File: src/rtl/pc_next_unit.sv
// Program-counter register with next-PC selection among sequential/branch, JALR,
// trap and MRET paths, including misaligned-target suppression and a trap bubble.
module pc_next_unit #(
  parameter int              XLEN      = 32,
  parameter logic [XLEN-1:0] RESET_VEC = '0,
  parameter int              IALIGN    = 4
) (
  input  logic            clk,
  input  logic            rst_n,
  input  logic            stall,
  input  logic            jalr,
  input  logic [XLEN-1:0] jalr_target,
  input  logic [XLEN-1:0] pcsrc_target,
  input  logic            trap_req,
  input  logic [XLEN-1:0] trap_vec,
  input  logic            mret,
  input  logic [XLEN-1:0] epc,
  output logic [XLEN-1:0] pc,
  output logic            pc_valid,
  output logic            misalign,
  output logic [XLEN-1:0] misalign_addr
);

  localparam int ALIGN_BITS = (IALIGN == 2) ? 1 : 2;
  localparam logic [XLEN-1:0] ALIGN_MASK = {{(XLEN-ALIGN_BITS){1'b1}}, {ALIGN_BITS{1'b0}}};

  // Handshake: none. Every request input is a level sampled at each rising edge
  // while in RUN; a request that is ignored (BOOT, FLUSH, or lower priority) is lost.

  typedef enum logic [1:0] {BOOT, RUN, FLUSH} state_t;
  state_t state;

  logic [XLEN-1:0] candidate;
  logic [XLEN-1:0] trap_pc;
  logic [XLEN-1:0] epc_pc;
  logic            cand_misaligned;

  always_comb begin
    candidate       = pcsrc_target;
    if (jalr) candidate = {jalr_target[XLEN-1:1], 1'b0};
    cand_misaligned = |candidate[ALIGN_BITS-1:0];
    trap_pc         = trap_vec & ALIGN_MASK;
    epc_pc          = epc & ALIGN_MASK;
  end

  // pc_valid is registered alongside the state so it is high exactly in RUN.
  always_ff @(posedge clk or negedge rst_n) begin
    if (!rst_n) begin
      state         <= BOOT;
      pc            <= RESET_VEC;
      pc_valid      <= 1'b0;
      misalign      <= 1'b0;
      misalign_addr <= '0;
    end else begin
      misalign <= 1'b0;
      case (state)
        BOOT: begin
          state    <= RUN;
          pc_valid <= 1'b1;
        end
        RUN: begin
          if (trap_req) begin
            pc       <= trap_pc;
            state    <= FLUSH;
            pc_valid <= 1'b0;
          end else if (stall) begin
            pc <= pc;
          end else if (mret) begin
            pc <= epc_pc;
          end else if (cand_misaligned) begin
            pc            <= trap_pc;
            misalign      <= 1'b1;
            misalign_addr <= candidate;
            state         <= FLUSH;
            pc_valid      <= 1'b0;
          end else begin
            pc <= candidate;
          end
        end
        FLUSH: begin
          state    <= RUN;
          pc_valid <= 1'b1;
        end
        default: begin
          state    <= BOOT;
          pc_valid <= 1'b0;
        end
      endcase
    end
  end

endmodule

File: config.mk
export PLATFORM = sky130hd
export DESIGN_NAME = pc_next_unit
export DESIGN_NICKNAME = d
export VERILOG_FILES = /design/src/rtl/pc_next_unit.sv
export SDC_FILE = /design/constraint.sdc
export NUM_CORES = 1
export LEC_CHECK = 0
export CORE_MARGIN = 4
export CORE_UTILIZATION = 40
export DETAILED_ROUTE_END_ITERATION = 6
export PLACE_DENSITY = 0.86
export SLEW_MARGIN = 0
export SYNTH_ARGS = -nofsm -noshare
export SYNTH_HDL_FRONTEND = slang
export SYNTH_SLANG_ARGS = --single-unit
File: constraint.sdc
create_clock -name clk -period 2.4 [get_ports clk]
set_input_delay 0.48 -clock clk [delete_from_list [all_inputs] [get_ports clk]]
set_output_delay 0.48 -clock clk [all_outputs]
set_load 0.1 [all_outputs]
==> After elaboration in Yosys (flattened, before gate mapping) <==
Cells that the tools add are included.
{ "word_totals": {"regBits": 68, "latchBits": 0, "ram_bits": 0, "mem_bits_ro": 0, "in_bits": 134, "memories": 0} }
{ "classes": {"n_addsub": 0, "multipliers": 0, "div_mod_pow": 0, "order_cmp": 0, "n_eq_ne": 6, "n_shift": 0, "mux": 20, "n_bitwise": 3, "n_reduce_logical": 6} }
{ "ops": {"columns": ["op", "count"], "rows": [
  ["2-to-1 mux 32 bit", 5],
  ["2-to-1 mux 1 bit", 9],
  ["inequality test 3 bit, second input constant", 3],
  ["2-to-1 mux 2 bit", 4],
  ["AND reduction 5 bit", 1],
  ["case mux 2 bit (2 select lines)", 1],
  ["OR reduction 2 bit", 2],
  ["NOT 1 bit", 3],
  ["AND reduction 3 bit", 1],
  ["equality test 2 x 1 -> 1 bit, second input constant", 1],
  ["equality test 2 bit, second input constant", 1],
  ["zero test 2 bit", 1],
  ["inequality test 2 x 1 -> 1 bit, second input constant", 1],
  ["case mux 1 bit (2 select lines)", 1],
  ["AND reduction 2 bit", 1]
]} }

==> Logic depth before layout (Yosys ltp) <==
Gate-level depths: netlist of run 1.
{ "logic_depth": {"word_depth": 7, "depth_mapped": 5, "depth_no_buf": 3} }

==> Worst setup path before layout of run 1 <==
No wires, ideal clock.
{ "synth_path": {"path_type": "register to register", "startpoint": "register state[0]", "endpoint": "register misalign_addr[10]", "t_arrival_ns": 2.320, "path_slack_ns": -0.046, "path_stages_with_launch": 5, "period_less_slack_ns": 2.446, "path_cell_list": "dfrtp_1 -> or4b_4 -> nor4_4 -> buf_6 -> mux2_2"} }
{ "synth_between": {"elab_chain_len": 2} }
{ "synth_lines": {"columns": ["element", "line_no", "rtl"], "rows": [
  ["start: declaration", "31", "state_t state;"],
  ["start signal: assignment", "49", "state <= BOOT;"],
  ["start signal: assignment", "58", "state <= RUN;"],
  ["start signal: assignment", "64", "state <= FLUSH;"],
  ["equality test 2 x 1 -> 1 bit", "56", "case (state)"],
  ["AND reduction 5 bit (no line)", null, null],
  ["end signal: assignment", "73", "misalign_addr <= candidate;"],
  ["end: declaration", "21", "output logic [XLEN-1:0] misalign_addr"]
]} }
No other way between the ends.
A chain may end at the register's enable or synchronous reset.

==> Final worst setup path of run 1 <==
{ "layout_path": {"startpoint": "input mret", "endpoint": "register misalign_addr[25]"} }
{ "layout_between": {"elab_chain_len": 2} }
{ "layout_lines": {"columns": ["element", "line_no", "rtl"], "rows": [
  ["start: declaration", "16", "input logic mret,"],
  ["NOT 1 bit (no line)", null, null],
  ["AND reduction 5 bit (no line)", null, null]
]} }
No other way between the ends.

==> flow_metrics.env, run 1 <==
export IMPL_clk_pin_slew_ns=0.08
export IMPL_ys_top_cells_by_area="dfrtp_1 (42%), mux2_2 (17%), o32ai_1 (13%)"
export IMPL_drc=0
export IMPL_max_cap_violations=0
export IMPL_critPathKind="in2reg"
export IMPL_crit_fanout=32
export IMPL_dr_wl_met3_um=1458
export IMPL_port_buffers=194
export IMPL_postCtsHoldBufs=0
export IMPL_finalCritPeriodShare=0.8896
export IMPL_crit_required_ns=2.62
export IMPL_die_area_um2=11690
export IMPL_avgSynthCellArea_um2=10.58
export IMPL_dominantRegCellSynth="dfrtp_1"
export IMPL_cts_resized=0
export IMPL_viasPerCell=6.067
export IMPL_wl_um=14870
export IMPL_yosys_warnings=0
export IMPL_place_congestion=0.8205
export IMPL_drive_gt1_frac=0.3086
export IMPL_pre_cts_ws_ns=-0.2807
export IMPL_p_per_area_nw_per_um2=1442
export IMPL_antenna_found_initial=0
export IMPL_num_vias=4247
export IMPL_htree_levels=3
export IMPL_start_kind="input port"
export IMPL_crit_chain="clkdlybuf4s50_1 > or4b_4 > nor4_4 > buf_12 > mux2_2"
export IMPL_core_rowCount=36
export IMPL_cts_root_buf="clkbuf_8"
export IMPL_period_needed_ns=2.135
export IMPL_die_width_um=108.1
export IMPL_yosysTopAreaCell="dfrtp_1"
export IMPL_synthMostInstantiatedCell="dfrtp_1"
export IMPL_r2r_start="state[1]"
export IMPL_synth_edff_count=0
export IMPL_fmax_ghz=0.4684
export IMPL_grt_pass1_vias=4395
export IMPL_clock_latency_ns=0.34
export IMPL_grt_total_usage=0.2524
export IMPL_cp_slowest_cell="or4b_4"
export IMPL_ant_nets=0
export IMPL_synth_cell_types=24
export IMPL_ir_drop_mv=1.485
export IMPL_reg2reg_depth=4
export IMPL_clock_skew_ns=0.01681
export IMPL_arrival_ns=2.35
export IMPL_met1_length_um=5834
export IMPL_status="complete, no violations"
export IMPL_critPathMaxStageDelay_ns=0.57
export IMPL_grt_remaining_overflow=0
export IMPL_synth_top_area_share=0.4182
export IMPL_grt_pass1_wl_um=23220
export IMPL_tightest_slew_ns=0.7466
export IMPL_cts_sink_count=67
export IMPL_first_pass_iters=5
export IMPL_synth_seq_area_share=0.4182
export IMPL_wl_met2_um=7292
export IMPL_drt_iter0_drc=220
export IMPL_r2r_setup_slack_ns=0.46
export IMPL_cts_path_max_buffers=2
export IMPL_grt_max_degree=40
export IMPL_synth_fp_nets=513
export IMPL_diodes=0
export IMPL_crit_family="simple AND/OR/NAND/NOR gates"
export IMPL_synth_top_cells_by_count="dfrtp_1 (67), mux2_2 (60), o32ai_1 (60)"
export IMPL_rr_endpoint="misalign_addr[25]"
export IMPL_crit_buf_inv=2
export IMPL_start_util=0.4101
export IMPL_crit_path_end_kind="register"
export IMPL_min_path_type="in2async"
export IMPL_rsz0062_at_grt="no"
export IMPL_p_leak_nw=2.433
export IMPL_numCtsBuffers=9
export IMPL_final_hold_viol_count=0
export IMPL_nets=696
export IMPL_setup_viol=0
export IMPL_synth_async_reset_ratio=1.000
export IMPL_place_hpwl_um=10690
export IMPL_final_max_slew_viol_count=0
export IMPL_postCtsSetupBuffers=0
export IMPL_die_h_um=108.1
export IMPL_synth_area_um2=4009
export IMPL_wire_per_inst_um=21.24
export IMPL_core_area_um2=9774
export IMPL_synth_seq_cells=67
export IMPL_synthCells=379
export IMPL_io_pins=200
export IMPL_setup_ws_ns=0.2650
export IMPL_whs_ns=0.06163
export IMPL_area_growth_pct=55.43
export IMPL_top_layer_used="met4"
export IMPL_slew_headroom=0.5012
export IMPL_cts_tree="yes"
-- worst max-delay path by stage --
stage	to	cells after the start	startpoint	slack, ns
6_report	misalign_addr[25]	5	mret	0.26
5_1_grt	pc[9]	5	trap_req	0.20
4_1_cts	pc[17]	4	trap_req	0.03
3_5_place_dp	pc[14]	4	trap_req	-0.28
3_3_place_gp	pc[21]	4	trap_req	-0.17
2_1_floorplan	misalign_addr[10]	4	state[0]	0.24
-- state kept, by name, indices dropped and copies added (netlist names) --
| register | count |
|---|---|
| misalign | 1 |
| misalign_addr | 32 |
| pc | 32 |
| state | 2 |
-- cells by family (layout without fill, tap and decap cells) --
family,Yosys count,count (layout),synth area share
AO/OA/AOI/OAI,125,125,0.2425
multiplexers,61,61,0.1713
AND/OR/NAND/NOR,79,79,0.1183
flip-flops,67,67,0.4182
buffers and inverters,47,235,0.04962
-- metal layers --
metal / vias up / global-route usage
met1: 2083 / 0.3267
met3: 24 / 0.05612
met5: - / 0
met2: 249 / 0.4152
met4: 0 / 0.09197
li1: 1891 / -
-- metrics by stage --
stage | power, W | util | instance area (um^2) | cells | TNS, ns
after floorplan | 0.006446 | - | 4010 | 379 | 0
after global placement | 0.007856 | 0.6141 | 6002 | 684 | -4.523
after detailed placement | 0.007948 | 0.6141 | 6002 | 684 | -9.192
after CTS | 0.009018 | 0.6365 | 6221 | 700 | 0
after global routing | 0.009295 | 0.6375 | 6231 | 700 | 0
final | 0.008983 | 0.6375 | 6231 | 700 | 0
-- final cells by class --
| class | instances | area (um^2) |
|---|---|---|
| Tap cell | 133 | 166.4 |
| Timing Repair Buffer | 218 | 1999 |
| Clock buffer | 12 | 145.1 |
| Sequential cell | 67 | 1678 |
| Fill cell | 786 | 3543 |
| Multi-Input combinational cell | 265 | 2165 |
| Clock inverter | 4 | 73.82 |
| Inverter | 1 | 3.754 |
-- cell usage in the layout (no fill, tap or decap), types with 3 or more instances in the layout --
cell type / Yosys / final
clkdlybuf4s50_1: 0 / 126
buf_4: 0 / 87
dfrtp_1: 67 / 66
o32ai_1: 60 / 60
mux2_2: 60 / 60
nor3_1: 31 / 31
a21oi_1: 31 / 31
and2_1: 31 / 31
a2111oi_0: 30 / 30
clkbuf_8: 0 / 10
buf_12: 0 / 4
nor2b_4: 0 / 3
nand2b_1: 3 / 3
-- worst register-to-register path, cell delays in order, from the launching register on --
cell	delay (ns)
dfrtp_1	0.42
or4b_4	0.55
nor4_4	0.22
buf_12	0.26
mux2_2	0.37
-- where the power goes --
part	leakage, nW	switching (W)	total [W]	internal (W)
clock network	0.111	0.000440	0.00106	0.000615
registers	0.793	0.000318	0.00196	0.00164
logic	1.53	0.00461	0.00597	0.00136
total	2.43	0.00537	0.00898	0.00361
Note: power is estimated with default switching activity, not from simulation.
==> run 2: changes to the inputs <==
- CTS_CLUSTER_SIZE: not set -> 24
- DONT_BUFFER_PORTS: not set -> 1
- PLACE_DENSITY: 0.86 -> 0.6
==> run 2 against run 1 <==
Final area shrank 26%. Hold slack lost 0.035 ns. Clock skew shrank 0.0090 ns. First-iteration DRC count grew 22%. Final cell count shrank 25%. Sequential share of layout area grew 9.7 points. Non-clock buffer count shrank 170. Critical path type is now reg2reg. Critical endpoint is now pc[8]. Largest cell class unchanged.
==> flow_metrics.env, run 2 (synthesized netlist as in run 1, its figures left out) <==
export IMPL_grt_remaining_overflow=0
export IMPL_port_buffers=0
export IMPL_area_growth_pct=14.42
export IMPL_core_rowCount=36
export IMPL_numCtsBuffers=9
export IMPL_first_pass_iters=5
export IMPL_crit_path_end_kind="register"
export IMPL_rsz0062_at_grt="no"
export IMPL_critPathKind="reg2reg"
export IMPL_drt_iter0_drc=269
export IMPL_setup_ws_ns=0.2733
export IMPL_wire_per_inst_um=25.97
export IMPL_drive_gt1_frac=0.3316
export IMPL_top_regs="misalign_addr: 32 flops, pc: 32 flops, state: 2 flops"
export IMPL_place_congestion=0.8095
export IMPL_cts_sink_count=67
export IMPL_slew_headroom=0.3846
export IMPL_htree_levels=3
export IMPL_setup_viol=0
export IMPL_crit_required_ns=2.60
export IMPL_worstSetupStartpoint="state[0]"
export IMPL_cts_path_max_buffers=2
export IMPL_finalCritPeriodShare=0.8861
export IMPL_clock_latency_ns=0.34
export IMPL_diodes=0
export IMPL_place_hpwl_um=9422
export IMPL_min_path_type="in2async"
export IMPL_cts_tree="yes"
export IMPL_antenna_found_initial=1
export IMPL_final_common_cell="dfrtp_1"
export IMPL_pre_cts_ws_ns=0.3554
export IMPL_max_cap_violations=0
export IMPL_final_hold_viol_count=0
export IMPL_r2r_start="state[0]"
export IMPL_cts_root_buf="clkbuf_8"
export IMPL_die_area_um2=11690
export IMPL_ant_nets=0
export IMPL_viasPerCell=6.614
export IMPL_grt_max_degree=68
export IMPL_whs_ns=0.02671
export IMPL_fmax_ghz=0.4702
export IMPL_die_width_um=108.1
export IMPL_nFillCells=920
export IMPL_fin_cells=528
export IMPL_io_pins=200
export IMPL_final_max_slew_viol_count=0
export IMPL_grt_pass1_wl_um=20390
export IMPL_crit_fanout=20
export IMPL_status="complete, no violations"
export IMPL_clock_skew_ns=0.007788
export IMPL_grt_total_usage=0.2310
export IMPL_nets=526
export IMPL_final_cell_mix="dfrtp_1 (66), o32ai_1 (60), mux2_2 (60)"
export IMPL_drc=0
export IMPL_start_kind="register"
export IMPL_core_area_um2=9774
export IMPL_setup_tns_ns=0
export IMPL_period_needed_ns=2.127
export IMPL_die_h_um=108.1
export IMPL_postCtsSetupBuffers=0
export IMPL_tightest_slew_ns=0.9231
export IMPL_arrival_ns=2.33
export IMPL_dp_cells=513
export IMPL_num_vias=3492
export IMPL_grt_pass1_vias=3606
export IMPL_wl_um=13710
export IMPL_start_util=0.4101
export IMPL_clk_pin_slew_ns=0.08
-- run 2: cell types whose count changed in the layout (fill, tap and decap cells not counted), sizes merged --
cell / change
bufinv: -2
buf: -44
clkdlybuf4s50: -126
clkbuf: -1
clkinv: +1
-- run 2: layout make-up --
type | instances | area, um^2 | area share
clock buffers | 11 | 151.4 | 0.03301
inverters | 1 | 3.754 | 0.0008183
clock inverters | 3 | 15.01 | 0.003273
well taps | 133 | 166.4 | 0.03628
flip-flops and latches | 67 | 1678 | 0.3658
repair buffers | 48 | 417.9 | 0.09111
multi-input cells | 265 | 2155 | 0.4697
-- run 2: what timing repair did --
action / CTS / global route
hold endpoints to repair: 67 / 0
hold buffers: 1 / 0
resized for setup: 0 / 0
setup endpoints to repair: 0 / 0
-- run 2: through the flow --
step / utilization / area (um^2)
global route: 0.4693 / 4587
detailed placement: 0.4494 / 4393
CTS: 0.4693 / 4587
global placement: 0.4494 / 4393
finish: 0.4693 / 4587
floorplan: - / 4010
-- run 2: worst paths after layout --
path	end	slack (ns)	cells after the start
worst min-delay path	pc[9]	0.03	1
min in group clk	state[0]	0.26	1
worst max-delay path	pc[8]	0.27	5
worst max register to register	pc[8]	0.27	5
worst min register to register	pc[0]	0.52	1
max in group asynchronous	state[0]	2.09	1
-- run 2: metal layers --
layer / up-vias / GRT usage / wire length, um / share of wire
met5: - / 0 / 11 / 0.00080
met4: 2 / 0.08747 / 262 / 0.019
met3: 22 / 0.07463 / 1483 / 0.11
met2: 193 / 0.3739 / 6528 / 0.48
met1: 1732 / 0.2882 / 5427 / 0.40
li1: 1543 / - / - / -
-- run 2: worst max-delay path, stage by stage (launching register included) --
cell and delay [ns]:
dfrtp_2 0.36, buf_4 0.30, nand2b_1 0.36, buf_4 0.34
a2111oi_0 0.46, o32ai_1 0.15
Power of run 2 is not shown: default switching activity piles up to over one toggle a cycle in this logic, so the estimate is an artifact.
==> run 3: changes to the inputs <==
- ABC_AREA: not set -> 1
==> run 3 against run 2 <==
Die area up 3.5%. Core utilization up 2.0 points. Count of clock-buffer cells in the layout grew 3. Global-route usage fell by 2.5 points. Critical path depth is the same. Hold slack improved by 0.0045 ns. Final cell count grew 52%. Via count is 15% higher. Synthesized area increased by 3.8%. Non-clock buffer count rose by 27. Largest cell class unchanged.
==> flow_metrics.env, run 3 <==
export IMPL_place_area_um2=4659
export IMPL_cts_sink_count=67
export IMPL_top_regs="misalign_addr: 32 flops, pc: 32 flops, state: 2 flops"
export IMPL_top_layer_used="met4"
export IMPL_clk_pin_slew_ns=0.07
export IMPL_p_leak_nw=2.643
export IMPL_crit_family="simple AND/OR/NAND/NOR gates"
export IMPL_wl_met2_um=6162
export IMPL_first_pass_iters=5
export IMPL_crit_buf_inv=1
export IMPL_status="complete, no violations"
export IMPL_power_frac_seq=0.210
export IMPL_htree_levels=3
export IMPL_drt_iter0_drc=287
export IMPL_die_area_um2=12100
export IMPL_start_kind="register"
export IMPL_place_hpwl_um=9069
export IMPL_synthCells=621
export IMPL_die_h_um=110
export IMPL_ir_drop_mv=0.8768
export IMPL_crit_required_ns=2.59
export IMPL_ys_top_cells_by_area="dfrtp_1 (40%), nand2_1 (15%), nand3_1 (11%)"
export IMPL_grt_pass1_vias=3669
export IMPL_drive_gt1_frac=0.1744
export IMPL_cts_root_buf="clkbuf_8"
export IMPL_switching_power_w=0.005462
export IMPL_crit_fanout=65
export IMPL_wl_um=12730
export IMPL_p_per_area_nw_per_um2=1787
export IMPL_yosys_warnings=0
export IMPL_critPathKind="reg2reg"
export IMPL_internal_power_w=0.003250
export IMPL_arrival_ns=1.74
export IMPL_avgSynthCellArea_um2=6.701
export IMPL_r2r_setup_slack_ns=0.85
export IMPL_grt_pass1_wl_um=19060
export IMPL_nets=800
export IMPL_critPathMaxStageDelay_ns=0.40
export IMPL_synth_seq_area_share=0.4029
export IMPL_design_area_um2=4875
export IMPL_final_max_slew_viol_count=0
export IMPL_met1_length_um=5356
export IMPL_cts_resized=0
export IMPL_num_vias=4016
export IMPL_numCtsBuffers=9
export IMPL_place_congestion=0.8678
export IMPL_grt_max_degree=68
export IMPL_final_hold_viol_count=0
export IMPL_clkPwrFrac=0.105
export IMPL_yosysTopAreaCell="dfrtp_1"
export IMPL_cts_path_max_buffers=2
export IMPL_synth_seq_cells=67
export IMPL_synth_cell_types=20
export IMPL_finalCritPeriodShare=0.6445
export IMPL_cp_slowest_cell="dfrtp_1"
export IMPL_clock_latency_ns=0.33
export IMPL_setup_tns_ns=0
export IMPL_core_area_um2=9955
export IMPL_io_pins=200
export IMPL_area_growth_pct=17.14
export IMPL_grt_remaining_overflow=0
export IMPL_final_common_cell="nand2_1"
export IMPL_fmax_ghz=0.6465
export IMPL_dr_wl_met3_um=1075
export IMPL_port_buffers=0
export IMPL_drc=0
export IMPL_wire_per_inst_um=15.84
export IMPL_synth_top_area_share=0.4029
export IMPL_synthMostInstantiatedCell="nand2_1"
export IMPL_core_rowCount=36
export IMPL_swShare=0.6270
export IMPL_crit_chain="nor3_1 > nand3_2 > buf_4 > nand2_1 > o21ai_2"
export IMPL_die_width_um=110
export IMPL_rsz0062_at_grt="no"
export IMPL_synth_area_um2=4161
export IMPL_dominantRegCellSynth="dfrtp_1"
export IMPL_synth_async_reset_ratio=1.000
export IMPL_tightest_slew_ns=0.7343
export IMPL_diodes=0
export IMPL_grt_total_usage=0.2061
export IMPL_crit_path_end_kind="register"
export IMPL_start_util=0.4180
export IMPL_synth_top_cells_by_count="nand2_1 (162), inv_1 (96), nand3_1 (90)"
export IMPL_min_path_type="in2async"
export IMPL_antenna_found_initial=0
export IMPL_cts_tree="yes"
export IMPL_period_needed_ns=1.547
export IMPL_ant_nets=0
export IMPL_synth_fp_nets=755
export IMPL_viasPerCell=4.995
export IMPL_p_comb_frac=0.685
export IMPL_clock_skew_ns=0.008849
export IMPL_synth_edff_count=0
export IMPL_setup_viol=0
export IMPL_max_cap_violations=0
export IMPL_slew_headroom=0.5104
export IMPL_final_cell_mix="nand2_1 (162), inv_1 (96), nand3_1 (90)"
## run 3: cells by family (layout without fill, tap and decap cells)
family | Yosys count | in the layout | share of synthesized area
and+or+nand+nor | 322 | 322 | 0.3214
buffers and inverters | 140 | 190 | 0.1443
DFF | 67 | 67 | 0.4029
AOI/OAI and AO/OA | 92 | 92 | 0.1314
## run 3: layout make-up
cell class / count / area (um^2)
tap: 133 / 166.4
sequential: 67 / 1677
multi-input combinational: 414 / 1887
clock inverter: 2 / 35.03
clock buffer: 14 / 152.6
timing repair buffer: 75 / 583.1
inverter: 99 / 374.1
fill: 999 / 5080
## run 3: what timing repair did
| action | 4_1_cts | 5_1_grt |
|---|---|---|
| hold buffers | 1 | 0 |
| endpoints found under the hold margin | 67 | 0 |
| setup buffers | 0 | 0 |
## run 3: worst register-to-register path: cells and delay by family, from the launching register on
kind            cells  cell delay, ns
buf+inv             1            0.36
compound gates      1            0.06
flops               1            0.40
simple gates        3            0.58
## run 3: path summary, 6_finish.rpt
path,startpoint,endpoint,depth (start not counted)
min,rst_n,misalign,1
max reg2reg,state[1],misalign_addr[3],5
max in group asynchronous,rst_n,misalign_addr[9],1
max,state[1],misalign_addr[3],5
min reg2reg,state[1],state[1],1
min in group clk,trap_req,state[0],3
## run 3: per-stage QoR
step	util	hold slack [ns]	power, W	instances	worst slack, ns
2_1_floorplan	-	0.1844	0.006618	621	0.4829
3_3_place_gp	0.4681	0.1875	0.007757	787	0.5755
4_1_cts	0.4897	0.02694	0.008784	804	0.8403
6_report	0.4897	0.03123	0.008711	804	0.8531
5_1_grt	0.4897	0.03250	0.009100	804	0.7305
3_5_place_dp	0.4681	0.1869	0.007817	787	0.5347
## run 3: power by group through the flow
stage	logic [W]	clock network, W	registers (W)
after floorplan	0.00100	0	0.00561
after global placement	0.00592	0	0.00183
after detailed placement	0.00597	0	0.00185
after CTS	0.00600	0.000952	0.00183
after global routing	0.00622	0.00100	0.00188
final	0.00597	0.000913	0.00183
## run 3: layer usage
metal / up-vias / GRT usage
met5: - / 0
met1: 1807 / 0.2619
met4: 0 / 0.05076
met2: 183 / 0.3436
met3: 10 / 0.06174
li1: 2016 / -
